**src/rtl/bcd_to_bin_decoder.sv**
```systemverilog
// bcd_to_bin_decoder
//   Collects a multi-digit BCD number, most significant digit first, one digit
//   per valid/ready transfer, and presents its binary value on a valid/ready
//   result port. Also keeps a registered one-hot decimal decode of the most
//   recently accepted digit.
//
// Ports
//   clk, rst              clock, synchronous active-high reset
//   in_valid/in_ready     digit stream handshake
//   in_digit              BCD digit (10-15 flagged as illegal, counted as 0)
//   in_last               least significant digit of the frame
//   out_valid/out_ready   result handshake
//   out_value             binary value of the frame
//   out_ndig              number of digits accepted in the frame
//   out_err               bit0 illegal digit, bit1 length overrun
//   dig_onehot            one-hot decimal of last accepted digit
//
// state     | meaning
// ----------+--------------------------------------------------------------
// S_COLLECT | accepting digits, accumulating value; result outputs are zero
// S_HOLD    | result presented and frozen until the consumer takes it

module bcd_to_bin_decoder #(
   parameter int NDIG  = 4,
   parameter int OUT_W = 14,
   parameter int CNT_W = 3
) (
   input  logic             clk,
   input  logic             rst,
   input  logic             in_valid,
   output logic             in_ready,
   input  logic [3:0]       in_digit,
   input  logic             in_last,
   output logic             out_valid,
   input  logic             out_ready,
   output logic [OUT_W-1:0] out_value,
   output logic [CNT_W-1:0] out_ndig,
   output logic [1:0]       out_err,
   output logic [9:0]       dig_onehot
);

   typedef enum logic {S_COLLECT = 1'b0, S_HOLD = 1'b1} state_t;

   state_t           r_state;
   logic             r_in_ready;
   logic             r_out_valid;
   logic [OUT_W-1:0] r_acc;
   logic [CNT_W-1:0] r_cnt;
   logic [1:0]       r_err;
   logic [OUT_W-1:0] r_out_value;
   logic [CNT_W-1:0] r_out_ndig;
   logic [1:0]       r_out_err;
   logic [9:0]       r_onehot;

   logic             w_accept;
   logic             w_dig_ok;
   logic [3:0]       w_dig;
   logic [OUT_W+3:0] w_acc_wide;
   logic [OUT_W-1:0] w_acc_next;
   logic [CNT_W-1:0] w_cnt_next;
   logic             w_overrun;
   logic [1:0]       w_err_next;
   logic [9:0]       w_onehot_next;

   assign w_accept   = in_valid && r_in_ready;
   assign w_dig_ok   = (in_digit <= 4'd9);
   assign w_dig      = w_dig_ok ? in_digit : 4'd0;

   // acc*10 + d computed as (acc<<3)+(acc<<1)+d with 4 bits of headroom
   assign w_acc_wide = ({4'b0000, r_acc} << 3) + ({4'b0000, r_acc} << 1)
                       + {{OUT_W{1'b0}}, w_dig};
   assign w_acc_next = w_acc_wide[OUT_W-1:0];
   assign w_cnt_next = r_cnt + 1'b1;

   // Reaching NDIG digits without in_last closes the frame as an overrun
   assign w_overrun  = (w_cnt_next == CNT_W'(NDIG)) && !in_last;
   assign w_err_next = {r_err[1] | w_overrun, r_err[0] | ~w_dig_ok};

   assign w_onehot_next = w_dig_ok ? (10'd1 << in_digit) : 10'd0;

   always_ff @(posedge clk) begin
      if (rst) begin
         r_state     <= S_COLLECT;
         r_in_ready  <= 1'b1;
         r_out_valid <= 1'b0;
         r_acc       <= '0;
         r_cnt       <= '0;
         r_err       <= '0;
         r_out_value <= '0;
         r_out_ndig  <= '0;
         r_out_err   <= '0;
         r_onehot    <= '0;
      end else begin
         case (r_state)
            S_COLLECT: begin
               if (w_accept) begin
                  r_acc    <= w_acc_next;
                  r_cnt    <= w_cnt_next;
                  r_err    <= w_err_next;
                  r_onehot <= w_onehot_next;
                  if (in_last || w_overrun) begin
                     r_state     <= S_HOLD;
                     r_in_ready  <= 1'b0;
                     r_out_valid <= 1'b1;
                     r_out_value <= w_acc_next;
                     r_out_ndig  <= w_cnt_next;
                     r_out_err   <= w_err_next;
                  end
               end
            end
            S_HOLD: begin
               if (r_out_valid && out_ready) begin
                  r_state     <= S_COLLECT;
                  r_in_ready  <= 1'b1;
                  r_out_valid <= 1'b0;
                  r_acc       <= '0;
                  r_cnt       <= '0;
                  r_err       <= '0;
                  r_out_value <= '0;
                  r_out_ndig  <= '0;
                  r_out_err   <= '0;
               end
            end
            default: begin
               r_state     <= S_COLLECT;
               r_in_ready  <= 1'b1;
               r_out_valid <= 1'b0;
            end
         endcase
      end
   end

   assign in_ready   = r_in_ready;
   assign out_valid  = r_out_valid;
   assign out_value  = r_out_value;
   assign out_ndig   = r_out_ndig;
   assign out_err    = r_out_err;
   assign dig_onehot = r_onehot;

endmodule

```
**config.mk**
```make
export PLATFORM = sky130hd
export DESIGN_NAME = bcd_to_bin_decoder
export DESIGN_NICKNAME = d
export VERILOG_FILES = /design/src/rtl/bcd_to_bin_decoder.sv
export SDC_FILE = /design/constraint.sdc
export NUM_CORES = 1
export LEC_CHECK = 0
export BUFFER_PORTS_ARGS = -buffer_cell sky130_fd_sc_hd__buf_4
export CORE_MARGIN = 8
export CORE_UTILIZATION = 30
export DETAILED_ROUTE_END_ITERATION = 8
export GPL_ROUTABILITY_DRIVEN = 0
export PLACE_DENSITY = 0.51
export SLEW_MARGIN = 20
export SYNTH_ARGS = -nofsm -noshare
export SYNTH_HDL_FRONTEND = slang
export SYNTH_SLANG_ARGS = --single-unit
```
**constraint.sdc**
```tcl
create_clock -name clk -period 2.6 [get_ports clk]
set_clock_uncertainty 0.1 [all_clocks]
set_input_delay 0.26 -clock clk [delete_from_list [all_inputs] [get_ports clk]]
set_output_delay 0.26 -clock clk [all_outputs]
set_load 0.02 [all_outputs]
```
# Word-level counts from Yosys, hierarchy flattened

Cells that the tools add are included.

Register bits: 50
Input port bits: 9
Output and inout bits: 31
Logic and storage cells: 63

$add $sub $neg: 3
$lt $le $gt $ge: 1
Equal/unequal tests: 4
Shift operators: 1
Mux-type cells: 32
Bitwise gates (word level): 4
Reductions and logical operators: 8

Operators with widths:

| cell                                                                     | number |
|---|---|
| 14-bit 2-to-1 mux                                                        | 3 |
| 14-bit case mux with 2 select lines                                      | 1 |
| 13-bit case mux with 2 select lines                                      | 1 |
| 14-bit adder                                                             | 1 |
| 14-bit by 4-bit adder with 14-bit output                                 | 1 |
| 13-bit 2-to-1 mux                                                        | 1 |
| 3-bit 2-to-1 mux                                                         | 4 |
| 3-bit case mux with 2 select lines                                       | 2 |
| 10-bit 2-to-1 mux                                                        | 1 |
| 1-bit by 4-bit << shifter with 10-bit output (first input constant)      | 1 |
| 1-bit 2-to-1 mux                                                         | 9 |
| 2-bit 2-to-1 mux                                                         | 4 |
| 2-bit case mux with 2 select lines                                       | 2 |
| 1-bit case mux with 2 select lines                                       | 3 |
| 4-bit <= comparator (second input constant)                              | 1 |
| 4-bit 2-to-1 mux                                                         | 1 |
| 2-bit inequality test (second input constant)                            | 2 |
| 2-bit AND reduction                                                      | 2 |
| 3-bit by 1-bit adder with 3-bit output (second input constant)           | 1 |
| 3-bit == test (second input constant)                                    | 1 |
| 1-bit logical AND                                                        | 3 |
| 3-bit AND reduction                                                      | 1 |
| 2-bit by 1-bit inequality test with 1-bit output (second input constant) | 1 |
| 1-bit NOT                                                                | 2 |
| other kinds (3)                                                          | 4 |

# Logic depth before layout (Yosys ltp)

Gate-level depths: netlist (run 1).

Word-level depth: 7
Gate-level depth with buffers: 10
Gate-level depth less buffers: 10

# Worst setup path after synthesis (run 1)

Ideal clock, no wire load.

Path type: in2reg
Start: input port in_digit[1]
End: register r_out_value[8] (netlist: out_value[8])
Library setup time: 71 ps
Arrival: 2,403 ps
Required time: 2,429 ps
Setup slack: 26 ps
Stages on the path: 10
Buffers on the path: 0
Cells stage by stage: nor2_1 nand2_1 fa_1 inv_1 fa_1 a21oi_1 o211ai_2 and2_1 or3_1 a21oi_1

Cells in the longest elaborated chain, start to end: 6

Ends and longest elaborated chain:

| item                                         | RTL line | text |
|---|---|---|
| start, declared                              | 32       | `input logic [3:0] in_digit,` |
| 4-bit <= comparator                          | 66       | `assign w_dig_ok = (in_digit <= 4'd9);` |
| 4-bit 2-to-1 mux (*)                         | 67       | `assign w_dig = w_dig_ok ? in_digit : 4'd0;` |
| 14-bit by 4-bit adder with 14-bit output (*) | 71       | `+ {{OUT_W{1'b0}}, w_dig};` |
| 14-bit 2-to-1 mux (*)                        | 101      | `if (in_last \|\| w_overrun) begin` |
| 14-bit 2-to-1 mux (*)                        | 96       | `if (w_accept) begin` |
| 14-bit case mux with 2 select lines (*)      | 94       | `case (r_state)` |
| end signal, assigned                         | 105      | `r_out_value <= w_acc_next;` |
| end, declared                                | 50       | `logic [OUT_W-1:0] r_out_value;` |

Mark *: on every way between the ends. The rest lies on a longest branch, timed or not. The select of a mux whose other input is x is not followed.
A chain may end at the register's enable or synchronous reset.

# Final worst setup path (run 1)

Start: register r_acc[0]
End: register r_out_value[8] (netlist: out_value[8])

Cells in the longest elaborated chain, start to end: 5

Ends and longest elaborated chain:

| item                                     | RTL line | text |
|---|---|---|
| start, declared                          | 47       | `logic [OUT_W-1:0] r_acc;` |
| start signal, assigned                   | 97       | `r_acc <= w_acc_next;` |
| 14-bit adder                             | 70       | `assign w_acc_wide = ({4'b0000, r_acc} << 3) + ({4'b0000, r_acc} << 1)` |
| 14-bit by 4-bit adder with 14-bit output | 71       |  |
| 14-bit 2-to-1 mux                        | 101      |  |
| 14-bit 2-to-1 mux                        | 96       |  |
| 14-bit case mux with 2 select lines      | 94       |  |

Every way passes these cells. The select of a mux whose other input is x is not followed.

==> reports/qor.csv, run 1 <==
metric;value;unit
most common cell in the synthesized netlist;dfxtp_1;
H-Tree Depth;2;
Most common cell on crit path;inv_1;
CP cell instances;inv_1 -> fa_1 -> inv_1 -> fa_2 -> a21oi_4 -> o211ai_2 -> and2_4 -> or3_1 -> a21oi_1;
CP peak stage delay;0.52;ns
worst skew pair latency;0.30;ns
DR vias;2333;
Sink Count;50;
Post-DRT Antenna Nets;0;
status;finished clean;
Buf/Inv on CP;2;
DIE WIDTH;109;um
FP Rows;34;
Worst Tran Pin Value;0.535;ns
post-synthesis cell type count;43;
min cycle time layout;2.45;ns
Top delay family on crit path;adder cells;
worst hold path type;in -> reg;
clock group share of total power;29.7;%
max frequency;0.408;GHz
Worst Hold End;r_state;
final hold violations;0;
Synth Area per Inst;8.43;sq um
Yosys top cell by area;dfxtp_1;
PD cells;508;mW/mm^2
Main synth FF type;dfxtp_1;
Req. time, crit path;2.74;ns
area delta synth->final;23.6;%
WL/cell;15.3;um
initial core utilization;30.4;%
vias in the first global route;2251;
fin. max-slew vios;0;
hold_sp;out_ready;
Switch Pwr;503;uW
area of placed instances;0.00308;sq mm
reg-to-reg setup timing slack;0.15;ns
Die ar.;0.0120;sq mm
EDFF count, synth;0;
Clock Tree Buf Depth;2;
fin crit share;94.3;%
VDD IR-drop max;0.273;mV
dpl hpwl;5080;um
cell area after layout;0.00323;sq mm
Comb power frac;19.8;%
Post-route DRC;0;
reg2reg end;out_value[8];
layout cells sized above 1;20.8;%
Worst-path clk slew;0.10;ns
syn nets;345;
setup_tns;0;ns
leakage;1.41;nW
flops & latches, synth;50;
ys async rst share;0;%
maxcap violations;0;
Critical Setup Path Class;reg -> reg;
Critical Path End Type;register;
Port Buf Inserts;39;
slew margin rel.;64.4;%
GR Util All Layers;11.7;%
Synth area leaders;dfxtp_1 (38%), ha_1 (11%), a21oi_1 (6.3%);
Power Internal;1.14;mW
hold-critical path depth;4;
Vias/cell;5.03;
total power;1.64;mW
largest net degree at the start of global routing;49;
RR Startpoint;r_acc[0];
RSZ-0062 raised after global routing;no;
1st-iter DRT viols;92;
R2R depth;9;
Syn. warnings;0;
post-synth top area share;38.3;%
io pins;40;
die height;109;um
Post-CTS Setup Inserts;0;
post-synthesis cell count;310;
CTS tree;yes;
# setup viols final;0;
n_diodes;0;
Fill cells;912;
Inserted Clock Buffers;5;
drt pass-1 iters;4;
layout net count;390;
routed wire length;7100;um
Crit Path Max Fanout;3;
Setup crit start kind;register;
initial antenna violation count;0;
Switching Share;30.6;%
core area;0.00859;sq mm
synthesized area;0.00261;sq mm
Post-synth top cells;dfxtp_1 (50), nor2_1 (39), a21oi_1 (33);
Seq/Total Area, Yosys;38.3;%
Clock Tree Root;clkbuf_8;
GRT Residual Overflow;0;
CP arrival;2.59;ns
sequential group share of total power;50.5;%
Layout Utilization;37.6;%
global-route wire length before repair;11200;um
slowest CP cell;fa_1;
[cell type report]
class / count / area, sq um / area share [%]
multi-input combinational: 235 / 1570 / 48.4
timing repair buffer: 53 / 398 / 12.3
inverter: 10 / 37.5 / 1.16
sequential: 50 / 1000 / 31.0
tap: 108 / 135 / 4.18
clock inverter: 2 / 12.5 / 0.387
clock buffer: 6 / 82.6 / 2.56
[how the worst max path moves through the flow]
stage	end	slack (ns)	startpoint	depth (start not counted)
4_1_cts	out_value[8]	0.003	r_acc[0]	9
5_1_grt	out_value[10]	0.01	r_acc[0]	9
6_report	out_value[8]	0.15	r_acc[0]	9
3_3_place_gp	out_value[8]	-0.23	in_digit[1]	11
2_1_floorplan	out_value[8]	0.03	in_digit[1]	10
3_5_place_dp	out_value[8]	-0.28	in_digit[1]	11
[tightest hold or removal path, stage by stage]
cell and delay (ns):
buf_4 0.09, nand2_1 0.05, nand2_1 0.06, a21oi_1 0.06
[power by group through the flow]
stage / clock, mW / combinational, mW / sequential, mW
floorplan: 0 / 0.188 / 0.859
global placement: 0 / 0.319 / 0.847
detailed placement: 0 / 0.319 / 0.847
CTS: 0.503 / 0.322 / 0.830
global route: 0.529 / 0.362 / 0.835
finish: 0.487 / 0.326 / 0.830
[cell families after synthesis]
| family | share of synthesized area (%) |
|---|---|
| buffers and inverters | 3.88 |
| flip-flops | 38.3 |
| AO/OA/AOI/OAI | 20.1 |
| XOR/XNOR | 2.35 |
| adder cells (fa/ha/maj) | 13.0 |
| AND/OR/NAND/NOR | 22.4 |
[what timing repair did]
item | in CTS | in global routing
pin swaps | 1 | 6
resized for setup | 1 | 9
hold buffers | 0 | 0
hold endpoints to repair | 0 | 0
endpoints found under the setup margin | 4 | 11
[layout by cell type (no fill, tap or decap), types with 2 or more instances in the layout]
| cell | netlist | layout |
|---|---|---|
| nand4_1 | 5 | 5 |
| nor2b_1 | 4 | 4 |
| dfxtp_1 | 50 | 50 |
| o211ai_1 | 2 | 2 |
| or3_1 | 3 | 3 |
| a32oi_1 | 2 | 2 |
| clkbuf_8 | 0 | 6 |
| o21ai_1 | 2 | 3 |
| a21oi_1 | 33 | 31 |
| inv_1 | 10 | 10 |
| nor3_1 | 8 | 8 |
| a211oi_1 | 4 | 3 |
| and2_1 | 3 | 2 |
| a31oi_1 | 4 | 4 |
| nand2_1 | 28 | 28 |
| a22oi_1 | 8 | 8 |
| a21oi_2 | 1 | 2 |
| xor2_1 | 3 | 3 |
| nor3b_1 | 2 | 2 |
| xnor2_1 | 4 | 4 |
| o21ai_0 | 8 | 7 |
| a31o_1 | 2 | 2 |
| and3_1 | 3 | 3 |
| and2_4 | 1 | 2 |
| nand3_1 | 20 | 20 |
| or4_1 | 2 | 2 |
| o21a_1 | 2 | 2 |
| a21o_1 | 5 | 5 |
| buf_4 | 0 | 53 |
| nor2_1 | 39 | 39 |
| ha_1 | 24 | 24 |
[metal layers]
layer	wire (um)	share of wire [%]	vias up	GRT usage [%]
li1	-	-	1192	-
met1	3580	50	1102	16.5
met2	3180	45	37	17.9
met3	291	4.1	2	2.52
met4	44	0.62	0	2.31
met5	0	0	-	0
[sequential cells by signal, summed over array words and instances (netlist names)]
name	flops
out_err	2
out_valid	1
dig_onehot	10
r_state	1
in_ready	1
r_cnt	3
r_acc	13
out_ndig	3
r_err	2
out_value	14
[metrics by stage]
step                      cells  hold WS [ns]  worst slack, ns
after global routing        464         0.173           0.0108
after CTS                   464         0.140          0.00314
final                       464         0.154            0.148
after global placement      456         0.342           -0.234
after detailed placement    456         0.345           -0.281
after floorplan             310         0.314           0.0264
(Power assumes the default switching activity.)
==> run 2: changes to the inputs <==
--- a/config.mk
+++ b/config.mk
@@ -11,6 +11,7 @@
 export DETAILED_ROUTE_END_ITERATION = 8
 export GPL_ROUTABILITY_DRIVEN = 0
 export PLACE_DENSITY = 0.51
+export SETUP_SLACK_MARGIN = 0.15
 export SLEW_MARGIN = 20
 export SYNTH_ARGS = -nofsm -noshare
 export SYNTH_HDL_FRONTEND = slang
==> reports/qor.csv, run 2 (same netlist as run 1, synthesis figures left out) <==
metric;value;unit;change
status;finished clean;;unchanged
Worst-path clk slew;0.10;ns;about the same
Sink Count;50;;unchanged
Comb power frac;20.0;%;was 19.8%
CTS tree;yes;;unchanged
Post-DRT Antenna Nets;0;;unchanged
largest net degree at the start of global routing;49;;unchanged
core area;0.00859;sq mm;unchanged
worst skew pair latency;0.30;ns;about the same
Layout Utilization;37.7;%;was 37.6%
area of placed instances;0.00307;sq mm;was 0.00308 sq mm
WL/cell;15.6;um;was 15.3 um
Port Buf Inserts;39;;unchanged
DR vias;2351;;was 2,333
VDD IR-drop max;0.259;mV;was 0.273 mV
vias in the first global route;2250;;was 2,251
GR Util All Layers;12.0;%;was 11.7%
fin. max-slew vios;0;;unchanged
cell area after layout;0.00324;sq mm;was 0.00323 sq mm
GRT Residual Overflow;0;;unchanged
RSZ-0062 raised after global routing;yes;;was no
min cycle time layout;2.42;ns;was 2.45 ns
routed wire length;7220;um;was 7100 um
hold buffer count at cts;0;;unchanged
maxcap violations;0;;unchanged
die height;109;um;unchanged
n_diodes;0;;unchanged
initial antenna violation count;0;;unchanged
Vias/cell;5.09;;was 5.03
Switch Pwr;503;uW;about the same
clock group share of total power;29.4;%;was 29.7%
Inserted Clock Buffers;5;;unchanged
Clock Tree Root;clkbuf_8;;unchanged
most frequent cells in the layout;buf_4 (51), dfxtp_1 (48), nor2_1 (39), a21oi_1 (31), nand2_1 (28);;was buf_4 (53), dfxtp_1 (50), nor2_1 (39), a21oi_1 (31), nand2_1 (28)
hold slack;0.152;ns;was 0.154 ns
FP Rows;34;;unchanged
Req. time, crit path;2.67;ns;was 2.74 ns
Crit Path Max Fanout;5;;was 3
Clock Tree Buf Depth;2;;unchanged
fin crit share;92.9;%;was 94.3%
Fill cells;911;;was 912
layout cells sized above 1;22.6;%;was 20.8%
Die ar.;0.0120;sq mm;unchanged
slew margin rel.;50.8;%;was 64.4%
final hold violations;0;;unchanged
DIE WIDTH;109;um;unchanged
Power Internal;1.14;mW;about the same
Switching Share;30.6;%;about the same
Worst Tran Pin Value;0.733;ns;was 0.535 ns
Setup crit start kind;register;;unchanged
H-Tree Depth;2;;unchanged
leakage;1.39;nW;was 1.41 nW
io pins;40;;unchanged
dpl cells;453;;was 456
Critical Path End Type;register;;unchanged
max reg flops;14;;unchanged
global-route wire length before repair;11500;um;was 11,200 um
met2 global-route usage;18.1;%;was 17.9%
1st-iter DRT viols;122;;was 92
commonest non-fill, non-tap cell in the layout;buf_4;;unchanged
# setup viols final;0;;unchanged
initial core utilization;30.4;%;unchanged
max frequency;0.414;GHz;was 0.408 GHz
reg-to-reg setup timing slack;0.18;ns;was 0.15 ns
Post-route DRC;0;;unchanged
busiest grt layer;met2;;unchanged
area delta synth->final;24.1;%;was 23.6%
GR Util met3;2.29;%;was 2.52%
worst hold path type;in -> reg;;unchanged
sequential group share of total power;50.6;%;was 50.5%
CP arrival;2.49;ns;was 2.59 ns
layout net count;388;;was 390
PD cells;506;mW/mm^2;was 508 mW/mm^2
post-route non-filler standard cell count;462;;was 464
GR met1 Demand/Resource;17.5;%;was 16.5%
Critical Setup Path Class;reg -> reg;;unchanged
drt pass-1 iters;4;;unchanged
dpl hpwl;5220;um;was 5080 um
[run 2: cell types whose count changed in the layout (fill, tap and decap cells not counted), moves of 2 or more]
| cell | previous run | this run |
|---|---|---|
| inv_1 | 10 | 7 |
| inv_2 | 0 | 3 |
| buf_4 | 53 | 51 |
| dfxtp_1 | 50 | 48 |
| dfxtp_2 | 0 | 2 |
| ha_1 | 24 | 22 |
[run 2: area by class of cell]
type | instances | area [sq um] | share of cell area [%]
flip-flops and latches | 50 | 1000 | 30.9
clock inverters | 2 | 12.5 | 0.386
multi-input cells | 235 | 1590 | 49.0
repair buffers | 51 | 383 | 11.8
inverters | 10 | 37.5 | 1.16
clock buffers | 6 | 82.6 | 2.55
well taps | 108 | 135 | 4.17
[run 2: power groups by stage]
stage          combinational [mW]  sequential [mW]  clock [mW]
2_1_floorplan               0.190            0.859           0
3_3_place_gp                0.315            0.847           0
3_5_place_dp                0.317            0.847           0
4_1_cts                     0.325            0.830       0.500
5_1_grt                     0.365            0.835       0.535
6_report                    0.329            0.830       0.483
[run 2: worst max-delay path, cell delays in order, from the launching register on]
cell and delay (ns):
dfxtp_2 0.34, inv_2 0.04, fa_1 0.54, inv_2 0.06
ha_4 0.25, a21o_1 0.17, nand4_4 0.18, buf_4 0.19
and3_1 0.18, o21ai_0 0.17, a21oi_1 0.08
[run 2: what timing repair did]
item,CTS,global route
endpoints found under the setup margin,11,11
cloned,0,0
gates resized for setup,6,9
buffers inserted,0,1
pin swaps,10,5
[run 2: worst paths after layout]
path,startpoint,end,depth (start not counted)
max reg2reg,r_acc[2],out_value[7],10
min,out_ready,r_state,4
max,r_acc[2],out_value[7],10
min reg2reg,dig_onehot[5],dig_onehot[5],2
[run 2: layer usage]
metal | routed length [um] | vias to the layer above
met2 | 3210 | 41
met5 | 0 | -
met1 | 3620 | 1116
met3 | 344 | 2
li1 | - | 1192
met4 | 44 | 0
[run 2: through the flow]
stage / setup TNS (ns) / power [mW] / setup WS, ns
after floorplan: 0 / 1.05 / 0.151
after global placement: -0.610 / 1.16 / -0.104
after detailed placement: -1.26 / 1.16 / -0.187
after CTS: 0 / 1.66 / 0.142
after global routing: 0 / 1.73 / 0.0761
final: 0 / 1.64 / 0.184
